===== src/rtl/maze_pkg.sv =====
// Shared constants, cell field layout and framer state type for the maze RAM update path.
package maze_pkg;

  localparam int ADDR_W    = 5;
  localparam int CHUNK_W   = 3;
  localparam int WORD_W    = 3 * CHUNK_W;
  localparam int NUM_CELLS = 20;

  // Bus address that marks the start of a cell frame (not a RAM address).
  localparam logic [ADDR_W-1:0] SYNC_ADDR = ADDR_W'(31);
  localparam logic [ADDR_W-1:0] LAST_CELL = ADDR_W'(NUM_CELLS - 1);
  // Clear index value one past the last cell; marks the end of a clear pass.
  localparam logic [ADDR_W-1:0] CELL_END  = ADDR_W'(NUM_CELLS);

  // Blank cell: unvisited, no walls, no treasure.
  localparam logic [WORD_W-1:0] CLEAR_VALUE = '0;

  // Cell word layout.
  localparam int STATUS_HI   = 8;
  localparam int STATUS_LO   = 6;
  localparam int WALLS_HI    = 5;
  localparam int WALLS_LO    = 2;
  localparam int WALL_N      = 5;
  localparam int WALL_E      = 4;
  localparam int WALL_S      = 3;
  localparam int WALL_W      = 2;
  localparam int TREASURE_HI = 1;
  localparam int TREASURE_LO = 0;

  // Arduino framer states: waiting for sync, then expecting chunk 0/1/2.
  typedef enum logic [1:0] {
    FR_IDLE = 2'd0,
    FR_C0   = 2'd1,
    FR_C1   = 2'd2,
    FR_C2   = 2'd3
  } framer_state_e;

  // True when the address names a real RAM cell.
  function automatic logic is_cell_addr(input logic [ADDR_W-1:0] a);
    return (a <= LAST_CELL);
  endfunction

endpackage


===== src/rtl/maze_update_ctrl_strobe_sync.sv =====
// Brings the asynchronous Arduino strobe/addr/data into the CLOCK_25 domain and
// turns each rising strobe edge into a one-cycle pulse aligned with addr/data.
module strobe_sync
  import maze_pkg::*;
(
  input  logic               clk_i,
  input  logic               rst_i,
  input  logic               strobe_i,
  input  logic [ADDR_W-1:0]  addr_i,
  input  logic [CHUNK_W-1:0] data_i,
  output logic               strobe_pulse_o,
  output logic [ADDR_W-1:0]  addr_s_o,
  output logic [CHUNK_W-1:0] data_s_o
);

  logic [1:0]         strobe_q;
  logic               strobe_prev_q;
  logic [ADDR_W-1:0]  addr_m_q;
  logic [ADDR_W-1:0]  addr_s_q;
  logic [CHUNK_W-1:0] data_m_q;
  logic [CHUNK_W-1:0] data_s_q;

  // Two-flop synchronizers for every bus bit plus one flop of strobe history for edge detect.
  always_ff @(posedge clk_i or posedge rst_i) begin
    if (rst_i) begin
      strobe_q      <= '0;
      strobe_prev_q <= 1'b0;
      addr_m_q      <= '0;
      addr_s_q      <= '0;
      data_m_q      <= '0;
      data_s_q      <= '0;
    end else begin
      strobe_q      <= {strobe_q[0], strobe_i};
      strobe_prev_q <= strobe_q[1];
      addr_m_q      <= addr_i;
      addr_s_q      <= addr_m_q;
      data_m_q      <= data_i;
      data_s_q      <= data_m_q;
    end
  end

  // addr/data come from the same synchronizer depth as the strobe that qualifies them;
  // the Arduino holds them stable long enough that both have settled by the pulse.
  assign strobe_pulse_o = strobe_q[1] & ~strobe_prev_q;
  assign addr_s_o       = addr_s_q;
  assign data_s_o       = data_s_q;

endmodule


===== src/rtl/maze_update_ctrl.sv =====
// Write-port owner for the maze VGA RAM: assembles Arduino cell frames, runs the
// clear sequencer and arbitrates the single RAM write port (clear has priority).
module maze_update_ctrl
  import maze_pkg::*;
(
  input  logic               CLOCK_25,
  input  logic               reset,
  input  logic               ard_strobe,
  input  logic [ADDR_W-1:0]  ard_addr,
  input  logic [CHUNK_W-1:0] ard_data,
  input  logic               clear_req,
  output logic               ram_we,
  output logic [ADDR_W-1:0]  ram_waddr,
  output logic [WORD_W-1:0]  ram_wdata,
  output logic               busy,
  output logic               frame_err,
  output logic               overflow,
  output logic [7:0]         frames_count
);

  logic               strobe_pulse;
  logic [ADDR_W-1:0]  addr_s;
  logic [CHUNK_W-1:0] data_s;

  strobe_sync u_sync (
    .clk_i          (CLOCK_25),
    .rst_i          (reset),
    .strobe_i       (ard_strobe),
    .addr_i         (ard_addr),
    .data_i         (ard_data),
    .strobe_pulse_o (strobe_pulse),
    .addr_s_o       (addr_s),
    .data_s_o       (data_s)
  );

  // Framer state
  framer_state_e     state_q, state_d;
  logic [ADDR_W-1:0] cell_addr_q, cell_addr_d;
  logic [WORD_W-1:0] word_q, word_d;
  logic              is_sync;
  logic              proto_err;
  logic              commit;
  logic [WORD_W-1:0] commit_word;

  // Pending buffer, clear sequencer and registered RAM-side outputs
  logic              pend_valid_q, pend_valid_d;
  logic [ADDR_W-1:0] pend_addr_q, pend_addr_d;
  logic [WORD_W-1:0] pend_word_q, pend_word_d;
  logic              busy_q, busy_d;
  logic [ADDR_W-1:0] clr_idx_q, clr_idx_d;
  logic              overflow_q, overflow_d;
  logic              ram_we_q, ram_we_d;
  logic [ADDR_W-1:0] ram_waddr_q, ram_waddr_d;
  logic [WORD_W-1:0] ram_wdata_q, ram_wdata_d;
  logic [7:0]        frames_q, frames_d;
  logic              frame_err_q, frame_err_d;
  logic              drain;

  assign is_sync     = (addr_s == SYNC_ADDR);
  // The third chunk is the top field; lower two chunks are already held in word_q.
  assign commit_word = {data_s, word_q[2*CHUNK_W-1:0]};

  // Framer state register.
  always_ff @(posedge CLOCK_25 or posedge reset) begin
    if (reset) begin
      state_q     <= FR_IDLE;
      cell_addr_q <= '0;
      word_q      <= '0;
    end else begin
      state_q     <= state_d;
      cell_addr_q <= cell_addr_d;
      word_q      <= word_d;
    end
  end

  // Framer next state: sync marker, three chunks for one address, then commit.
  always_comb begin
    state_d     = state_q;
    cell_addr_d = cell_addr_q;
    word_d      = word_q;
    proto_err   = 1'b0;
    commit      = 1'b0;
    if (strobe_pulse) begin
      if (state_q == FR_IDLE) begin
        // Stray chunks outside a frame are silently ignored.
        if (is_sync) state_d = FR_C0;
      end else if (is_sync) begin
        // Re-sync: restart the frame; only an error if chunks were already taken.
        state_d   = FR_C0;
        word_d    = '0;
        proto_err = (state_q != FR_C0);
      end else if (!is_cell_addr(addr_s)) begin
        state_d   = FR_IDLE;
        proto_err = 1'b1;
      end else if ((state_q != FR_C0) && (addr_s != cell_addr_q)) begin
        state_d   = FR_IDLE;
        proto_err = 1'b1;
      end else begin
        case (state_q)
          FR_C0: begin
            cell_addr_d              = addr_s;
            word_d[CHUNK_W-1:0]      = data_s;
            state_d                  = FR_C1;
          end
          FR_C1: begin
            word_d[2*CHUNK_W-1:CHUNK_W] = data_s;
            state_d                     = FR_C2;
          end
          default: begin
            commit  = 1'b1;
            state_d = FR_IDLE;
          end
        endcase
      end
    end
  end

  // Pending buffer, clear sequencer and write-port registers.
  always_ff @(posedge CLOCK_25 or posedge reset) begin
    if (reset) begin
      pend_valid_q <= 1'b0;
      pend_addr_q  <= '0;
      pend_word_q  <= '0;
      busy_q       <= 1'b1;
      clr_idx_q    <= '0;
      overflow_q   <= 1'b0;
      ram_we_q     <= 1'b0;
      ram_waddr_q  <= '0;
      ram_wdata_q  <= '0;
      frames_q     <= '0;
      frame_err_q  <= 1'b0;
    end else begin
      pend_valid_q <= pend_valid_d;
      pend_addr_q  <= pend_addr_d;
      pend_word_q  <= pend_word_d;
      busy_q       <= busy_d;
      clr_idx_q    <= clr_idx_d;
      overflow_q   <= overflow_d;
      ram_we_q     <= ram_we_d;
      ram_waddr_q  <= ram_waddr_d;
      ram_wdata_q  <= ram_wdata_d;
      frames_q     <= frames_d;
      frame_err_q  <= frame_err_d;
    end
  end

  // Arbitration: clear owns the port while busy; a pending cell drains only when idle
  // and not in a cycle where a new clear is being requested.
  always_comb begin
    pend_valid_d = pend_valid_q;
    pend_addr_d  = pend_addr_q;
    pend_word_d  = pend_word_q;
    busy_d       = busy_q;
    clr_idx_d    = clr_idx_q;
    overflow_d   = overflow_q;
    ram_we_d     = 1'b0;
    ram_waddr_d  = ram_waddr_q;
    ram_wdata_d  = ram_wdata_q;
    frames_d     = frames_q;
    frame_err_d  = proto_err;

    drain = pend_valid_q && !busy_q && !clear_req && is_cell_addr(pend_addr_q);

    if (drain) begin
      ram_we_d     = 1'b1;
      ram_waddr_d  = pend_addr_q;
      ram_wdata_d  = pend_word_q;
      pend_valid_d = 1'b0;
      frames_d     = frames_q + 8'd1;
    end

    // A new cell may take the slot being drained this cycle; otherwise keep the old one.
    if (commit) begin
      if (!pend_valid_q || drain) begin
        pend_valid_d = 1'b1;
        pend_addr_d  = cell_addr_q;
        pend_word_d  = commit_word;
      end else begin
        overflow_d = 1'b1;
      end
    end

    if (clear_req) begin
      busy_d     = 1'b1;
      clr_idx_d  = '0;
      overflow_d = 1'b0;
    end else if (busy_q) begin
      if (clr_idx_q == CELL_END) begin
        busy_d = 1'b0;
      end else begin
        ram_we_d    = 1'b1;
        ram_waddr_d = clr_idx_q;
        ram_wdata_d = CLEAR_VALUE;
        clr_idx_d   = clr_idx_q + ADDR_W'(1);
      end
    end
  end

  assign ram_we       = ram_we_q;
  assign ram_waddr    = ram_waddr_q;
  assign ram_wdata    = ram_wdata_q;
  assign busy         = busy_q;
  assign frame_err    = frame_err_q;
  assign overflow     = overflow_q;
  assign frames_count = frames_q;

endmodule


===== config.mk =====
export PLATFORM = sky130hd
export DESIGN_NAME = maze_update_ctrl
export DESIGN_NICKNAME = d
export VERILOG_FILES = /design/src/rtl/maze_pkg.sv /design/src/rtl/maze_update_ctrl_strobe_sync.sv /design/src/rtl/maze_update_ctrl.sv
export SDC_FILE = /design/constraint.sdc
export NUM_CORES = 1
export LEC_CHECK = 0
export ABC_AREA = 0
export CORE_MARGIN = 2
export CORE_UTILIZATION = 49
export CTS_BUF_LIST = sky130_fd_sc_hd__clkbuf_16
export DETAILED_ROUTE_END_ITERATION = 7
export HOLD_SLACK_MARGIN = 0.06
export PLACE_DENSITY = 0.76
export SLEW_MARGIN = 20
export SYNTH_ARGS = -nofsm -noshare
export SYNTH_HDL_FRONTEND = slang
export SYNTH_SLANG_ARGS = --single-unit

===== constraint.sdc =====
create_clock -name CLOCK_25 -period 2.3 [get_ports CLOCK_25]
set_input_delay 0.46 -clock CLOCK_25 [delete_from_list [all_inputs] [get_ports CLOCK_25]]
set_output_delay 0.46 -clock CLOCK_25 [all_outputs]
set_load 0.005 [all_outputs]

=== After elaboration in Yosys (flattened, before gate mapping) ===
Cells that the tools add are included.

* Register bits after elaboration: 78

* Add/sub/neg operators: 2
* $lt $le $gt $ge: 2
* Muxes and demuxes: 46
* Eq/ne operators: 10
* Reduce and logical (&&, ||, !) cells: 22
* Bitwise operators: 5

{| class="wikitable"
|+ Operator list
! cell !! number
|-
| $mux W9 || 4
|-
| $mux W5 || 7
|-
| $mux W1 || 24
|-
| $mux W6 || 3
|-
| $eq A5 B5 Y1 const B || 2
|-
| $le A5 B5 Y1 const B || 2
|-
| $mux W2 || 5
|-
| $reduce_and A5 Y1 || 2
|-
| $reduce_bool A2 Y1 || 5
|-
| $add A8 B1 Y8 const B || 1
|-
| $ne A2 B2 Y1 const B || 4
|-
| $reduce_and A2 Y1 || 4
|-
| $mux W3 || 2
|-
| $reduce_and A6 Y1 || 1
|-
| $add A5 B1 Y5 const B || 1
|-
| $ne A5 B5 Y1 || 1
|-
| $logic_and A1 B1 Y1 || 4
|-
| $not A1 Y1 || 4
|-
| $pmux W2 S2 || 1
|-
| $logic_not A1 Y1 || 3
|-
| $eq A2 B1 Y1 const B || 1
|-
| $eq A2 B2 Y1 const B || 1
|-
| $logic_not A2 Y1 || 1
|-
| $ne A2 B1 Y1 const B || 1
|-
| 3 further kinds || 3
|}

=== Depth between registers and ports, before layout ===
Gate-level depths: netlist of the first run.

* Depth in word-level cells: 10
* Mapped depth: 9
* Depth with buffers taken out: 7

=== Cells and area by module ===
A second synthesis of the first run with hierarchy kept.

* Cells, all modules: 297
* Area, all modules: 3314.4 sq um

{| class="wikitable"
|+ By module, submodules not included
! module !! times used !! area each (sq um) !! sequential area each (sq um) !! cells each
|-
| maze_update_ctrl || 1 || 2821.5 || 1477.7 || 276
|-
| strobe_sync || 1 || 493.0 || 475.5 || 21
|}

=== Least setup slack after synthesis of the first run ===
Ideal clock, no wire load.

* Path kind: reg2reg
* From: register u_sync.addr_s_q[0], in the netlist u_sync.addr_s_o[0]
* To: register pend_addr_q[4]
* Arrival time: 1.742 ns
* Path slack: 0.433 ns
* Cell stages (with the launch flop): 8
* Period minus slack after synthesis: 1.867 ns
* Data required time: 2.175 ns
* Setup time: 0.125 ns
* Cells stage by stage: dfrtp_1 xor2_1 nor4_2 o21ba_2 and3_1 buf_6 buf_12 mux2_4

* Cells in the longest elaborated chain, start to end: 8

{| class="wikitable"
|+ Ends and longest elaborated chain
! item !! RTL line !! text
|-
| start, declared || maze_update_ctrl_strobe_sync.sv:19 || <nowiki>logic [ADDR_W-1:0] addr_s_q;</nowiki>
|-
| start signal, assigned || maze_update_ctrl_strobe_sync.sv:36 || <nowiki>addr_s_q <= addr_m_q;</nowiki>
|-
| parallel branches: the longest is 4 deep, another holds $le A5 B5 Y1 || n/a ||
|-
| $mux W1 * || maze_update_ctrl.sv:87 || <nowiki>end else if (is_sync) begin</nowiki>
|-
| $mux W1 * || maze_update_ctrl.sv:84 || <nowiki>if (state_q == FR_IDLE) begin</nowiki>
|-
| $mux W1 * || maze_update_ctrl.sv:83 || <nowiki>if (strobe_pulse) begin</nowiki>
|-
| $reduce_and A2 Y1 (no source line) * || n/a ||
|-
| end signal, assigned || maze_update_ctrl.sv:134 || <nowiki>pend_addr_q <= pend_addr_d;</nowiki>
|-
| end, declared || maze_update_ctrl.sv:47 || <nowiki>logic [ADDR_W-1:0] pend_addr_q, pend_addr_d;</nowiki>
|}

Mark *: on every way between the ends.
A chain may end at the register's enable or synchronous reset.

=== Final worst setup path of the first run ===
* From: register u_sync.addr_s_q[0], in the netlist u_sync.addr_s_o[0]
* To: register pend_addr_q[3]

Same word-level chain as after synthesis.

==> impl_metrics.ini, run 1 <==
[outcome]
status = complete, no violations

[final_layout]
final_core_util_pct = 62.2
seq_area_sq_um = 1950
nets = 324
syn_to_final_growth_pct = 24.8
multi_input_area_sq_um = 1090
final_common_cell = dfrtp_1
layout_common_cells = dfrtp_1, nand2_1, clkdlybuf4s50_1, nor2_1, mux2_4
fillerInstances = 487
drive_above_1_share_pct = 15.5
diodes = 0

[sta]
fin_crit_ps = 2060
hold_violations = 0
rsz0062_at_grt = no
fin_ws_ps = 243
fin_worst_skew_ps = 4.74
max_freq_ghz = 0.486
period_share_pct = 89.4
worstMarginPinSlew_ps = 420
fin_tns_setup_ps = 0
drv_slew = 0
timing.slew.headroom_pct = 72.0
setup_viol = 0

[pwr]
power_density_nw_per_um2 = 754
ir_drop_v = 0.000482
p_leak_uw = 0.00180
finalPower_uw = 2950

[synthesis]
synth.cell_area_sq_um = 3130
avgSynthCellArea_sq_um = 12.2
yosys_register_bits = 78
synth_edf_count = 0
async_reset_ff_share_pct = 100
synth_ff_type = dfrtp_1
ys.warnings.count = 0
ys_types = 40
synth.yosys.seq_area_share_pct = 62.4
synthesis.nets = 274
synthCells = 256

[clock_tree]
hold_buffers = 0
numCtsBuffers = 9
clockBufferDepth = 2
path_clk_slew_ps = 50
cts_tree = yes
clock-sinks = 78
root_buffer = clkbuf_16
clock_latency_ps = 320
cts_setup_buffers = 0
post_cts_resized = 0
h-tree-depth = 3

[placement]
place_ws_ps = 180
place_congestion = 0.839
dpl.hpwl_mm = 3.96
port_buffers = 37

[setup_path]
crit_arrival_ps = 2270
worstPathRequired_ps = 2510
worstSetupPathType = reg2reg
critPathLaunchType = flip-flop
worst-path-max-fanout = 14
end_kind = flip-flop

[route]
num_vias = 2019
wl_per_cell_um = 14.2
drc = 0
routed_wl_mm = 5.48
detail_route.iter0.violations = 85
vias_per_cell = 5.22
detail_route.first_pass.iterations = 4
ant_nets = 0

[global_route]
grt_pass1_wl_mm = 9.60
grt_pass1_vias = 1987
overflow = 0
antenna_found_initial = 0
grt_max_degree = 30
grt.total_usage_pct = 17.4

[job]
maxCapViolCount = 0

[worst_hold_path]
min_path_type = reg2reg

[floorplanning]
rows = 29
die_h_um = 83.9
core_sq_um = 6280
initial_utilization_pct = 49.8
fp.dieW_um = 83.9
dieArea_sq_um = 7040
io_pins = 38
## state kept, by name, indices dropped and copies added, names as in the netlist, 6 cells and up
register	flops
pend_word_q	9
word_q	6
ram_wdata	9
frames_count	8
## layer usage
metal / vias to the layer above / wire length (um) / global-route usage [%]
li1: 970 / - / -
met1: 992 / 2640 / 23.5
met2: 45 / 2540 / 27.0
met3: 12 / 197 / 4.15
met4: 0 / 108 / 7.77
met5: - / 0 / 0
## synthesized netlist by cell type, drive strengths merged, types with 2 or more instances
cell | number | area [sq um]
a22o | 6 | 52.6
a21oi | 9 | 45.0
and2 | 2 | 12.5
nand2b | 2 | 12.5
ha | 6 | 75.1
xnor2 | 7 | 61.3
nand2 | 46 | 173
clkbuf | 3 | 11.3
nor2 | 17 | 66.3
o21ai | 10 | 50.0
mux2 | 19 | 251
and3 | 5 | 35.0
a31oi | 4 | 25.0
inv | 10 | 37.5
buf | 3 | 36.3
dfrtp | 77 | 1930
nand3 | 3 | 15.0
xor2 | 8 | 70.1
nand4 | 4 | 25.0
## final timing paths
path | start | end | slack (ps) | depth (start not counted)
setup / recovery | u_sync.addr_s_o[0]$_DFF_PP0_ | pend_addr_q[3]$_DFFE_PP0P_ | 240 | 6
min in group asynchronous | reset | ram_wdata[4]$_DFF_PP0_ | 470 | 2
hold reg to reg | u_sync.addr_m_q[4]$_DFF_PP0_ | u_sync.addr_s_o[4]$_DFF_PP0_ | 350 | 0
hold / removal | u_sync.addr_m_q[4]$_DFF_PP0_ | u_sync.addr_s_o[4]$_DFF_PP0_ | 350 | 0
setup reg to reg | u_sync.addr_s_o[0]$_DFF_PP0_ | pend_addr_q[3]$_DFFE_PP0P_ | 240 | 6
max in group asynchronous | reset | busy$_DFF_PP1_ | 1330 | 3
## per-stage QoR
stage	hold slack [ps]	cell area [sq um]	std cells
6_report	348	3900	387
5_1_grt	353	3900	387
4_1_cts	350	3900	387
3_5_place_dp	337	3650	372
3_3_place_gp	332	3650	372
2_1_floorplan	331	3130	256
## logic make-up (layout without fill, tap and decap cells)
logic type,after synthesis,in the layout,synth area share [%]
AOI/OAI and AO/OA,37,37,7.80
and+or+nand+nor,84,84,12.1
buffers and inverters,16,70,2.72
adders and majority gates,6,6,2.40
DFF,78,78,62.4
muxes,20,20,8.36
xor gates and xnor gates,15,15,4.20
## area by class of cell
cell class | count | share of cell area, %
inverters | 10 | 1.06
clock inverters | 6 | 0.769
flip-flops and latches | 78 | 50.0
multi-input cells | 162 | 27.9
clock buffers | 9 | 5.77
well taps | 77 | 2.47
repair buffers | 45 | 12.0
## power breakdown
group | internal (uW) | switching [uW]
registers | 1440 | 55.7
clock network | 709 | 503
logic | 121 | 117
total | 2270 | 675
## worst max-delay path: stages, from the launching register on
cell and delay, ps:
dfrtp_1 400, xor2_1 180, nor4_2 380, o21ba_2 260, and3_1 220, buf_12 170
mux2_2 340
Power figures use the tool's default switching activity.
==> run 2, diff against run 1 <==
--- a/config.mk
+++ b/config.mk
@@ -6,13 +6,14 @@
 export NUM_CORES = 1
 export LEC_CHECK = 0
 export ABC_AREA = 0
+export CAP_MARGIN = 20
 export CORE_MARGIN = 2
 export CORE_UTILIZATION = 49
 export CTS_BUF_LIST = sky130_fd_sc_hd__clkbuf_16
 export DETAILED_ROUTE_END_ITERATION = 7
 export HOLD_SLACK_MARGIN = 0.06
 export PLACE_DENSITY = 0.76
-export SLEW_MARGIN = 20
+export SLEW_MARGIN = 0
 export SYNTH_ARGS = -nofsm -noshare
 export SYNTH_HDL_FRONTEND = slang
 export SYNTH_SLANG_ARGS = --single-unit
==> results of run 2 <==
The final DEF is identical to that of run 1; final timing and power are the same.
==> run 3, diff against run 2 <==
--- a/config.mk
+++ b/config.mk
@@ -9,10 +9,12 @@
 export CAP_MARGIN = 20
 export CORE_MARGIN = 2
 export CORE_UTILIZATION = 49
-export CTS_BUF_LIST = sky130_fd_sc_hd__clkbuf_16
+export CTS_BUF_LIST = sky130_fd_sc_hd__clkbuf_4 sky130_fd_sc_hd__clkbuf_8 sky130_fd_sc_hd__clkbuf_16
+export CTS_CLUSTER_DIAMETER = 30
 export DETAILED_ROUTE_END_ITERATION = 7
 export HOLD_SLACK_MARGIN = 0.06
 export PLACE_DENSITY = 0.76
+export SKIP_CTS_REPAIR_TIMING = 1
 export SLEW_MARGIN = 0
 export SYNTH_ARGS = -nofsm -noshare
 export SYNTH_HDL_FRONTEND = slang
==> run 3 against run 2 <==
  * Worst hold slack better by 4.2 ps
  * Final cell count stayed put
  * Sequential power hardly changed
  * Sequential cell count stayed put
  * Critical path type unchanged
  * Largest power group unchanged
==> impl_metrics.ini, run 3 (synthesis gave the netlist of run 1 again) <==
[global_route]
grt_max_degree = 30
grt_pass1_vias = 1979
grt_pass1_wl_mm = 9.46
overflow = 0
grt.total_usage_pct = 16.9
antenna_found_initial = 0

[setup_path]
worst-path-buf-inv = 1
path_delay_family = simple AND/OR/NAND/NOR gates
critPathSlowestCell = dfrtp_1
crit_cells = 6
worstSetupPathType = reg2reg
r2r_slack_ps = 250
crit_arrival_ps = 2270
worstPathCellList = xor2_1, nor4_2, o21ba_2, and3_1, buf_12, mux2_2
worstPathRequired_ps = 2520
r2r_cells = 6
reg2reg_to = pend_addr_q[3]$_DFFE_PP0P_
cp_slowest_stage_delay_ps = 410
end_kind = flip-flop
critPathLaunchType = flip-flop
worst-path-max-fanout = 14
regToRegStartpoint = u_sync.addr_s_o[0]$_DFF_PP0_

[final_layout]
layout_common_cells = dfrtp_1, nand2_1, clkdlybuf4s50_1, nor2_1, clkbuf_8
final_core_util_pct = 60.9
syn_to_final_growth_pct = 22.2
diodes = 0
drive_above_1_share_pct = 16.1
nets = 324
final_common_cell = dfrtp_1

[pwr]
finalPower_uw = 2630
power_density_nw_per_um2 = 689
p_leak_uw = 0.00176
p_int_uw = 2000
swShare_pct = 24.2
ir_drop_v = 0.000434
p_seq_share_pct = 56.6
switchingPower_uw = 638
p_comb_share_pct = 9.0
p_clk_share_pct = 34.4

[route]
num_vias = 2023
drc = 0
detail_route.iter0.violations = 90
vias_per_cell = 5.23
ant_nets = 0
wl_per_cell_um = 14.0
routed_wl_mm = 5.40
detail_route.first_pass.iterations = 4

[job]
maxCapViolCount = 0

[placement]
place_congestion = 0.839
port_buffers = 37
dpl.hpwl_mm = 3.96
place_ws_ps = 180

[clock_tree]
h-tree-depth = 3
clock-sinks = 78
path_clk_slew_ps = 70
cts_tree = yes
clockBufferDepth = 2
numCtsBuffers = 9
clock_latency_ps = 340
root_buffer = clkbuf_8

[sta]
timing.slew.headroom_pct = 71.1
period_share_pct = 89.0
rsz0062_at_grt = no
hold_violations = 0
fin_ws_ps = 252
drv_slew = 0
fin_tns_setup_ps = 0
fin_worst_skew_ps = 7.32
fin_hold_ws_ps = 352
worstMarginPinSlew_ps = 433
setup_viol = 0
max_freq_ghz = 0.488
fin_crit_ps = 2050

[worst_hold_path]
hold_path_end = u_sync.addr_s_o[4]$_DFF_PP0_
hold_depth = 0
hp-start = u_sync.addr_m_q[4]$_DFF_PP0_
min_path_type = reg2reg

[floorplanning]
fp.dieW_um = 83.9
rows = 29
io_pins = 38
dieArea_sq_um = 7040
initial_utilization_pct = 49.8
die_h_um = 83.9
core_sq_um = 6280

[outcome]
status = complete, no violations
run 3: cell count changes in the layout (fill, tap and decap cells not counted):
cell,before,now
clkbuf_8,0,11
clkinv_1,2,0
clkbuf_16,9,0
run 3: worst reg2reg max path, stage by stage (launching register included):
cell and delay [ps]:
dfrtp_1 410, xor2_1 180, nor4_2 370, o21ba_2 250
and3_1 220, buf_12 170, mux2_2 340
run 3: how the worst max path moves through the flow:
stage / startpoint / endpoint / slack (ps)
2_1_floorplan: u_sync.addr_s_o[0]$_DFF_PP0_ / pend_addr_q[4]$_DFFE_PP0P_ / 430
3_5_place_dp: clear_req / pend_addr_q[3]$_DFFE_PP0P_ / 180
6_report: u_sync.addr_s_o[0]$_DFF_PP0_ / pend_addr_q[3]$_DFFE_PP0P_ / 250
3_3_place_gp: clear_req / pend_addr_q[2]$_DFFE_PP0P_ / 190
5_1_grt: u_sync.addr_s_o[2]$_DFF_PP0_ / pend_addr_q[2]$_DFFE_PP0P_ / 160
4_1_cts: u_sync.addr_s_o[0]$_DFF_PP0_ / pend_addr_q[3]$_DFFE_PP0P_ / 250
run 3: per-stage QoR:
stage / instance area [sq um] / cells
finish: 3820 / 387
detailed placement: 3650 / 372
floorplan: 3130 / 256
global route: 3820 / 387
CTS: 3820 / 387
global placement: 3650 / 372
run 3: metal layers:
layer	vias to the layer above	part of all wire, %	GRT usage (%)
met5	-	0	0
met4	0	2.0	6.60
met3	13	3.6	3.86
met2	46	46	26.0
met1	997	49	23.5
li1	967	-	-
run 3: area by class of cell:
cell class              count  area, sq um
inverters                  10         41.3
repair buffers             45          468
flip-flops and latches     78         1950
well taps                  77         96.3
multi-input cells         162         1090
clock inverters             4         22.5
clock buffers              11          151
fillers                   501         2450
run 3: power by group through the flow:
| stage | sequential, uW | combinational, uW | clock (uW) |
|---|---|---|---|
| after global routing | 1500 | 269 | 994 |
| after floorplan | 1500 | 148 | 0 |
| final | 1490 | 237 | 905 |
| after CTS | 1490 | 242 | 925 |
| after global placement | 1520 | 232 | 0 |
| after detailed placement | 1520 | 240 | 0 |
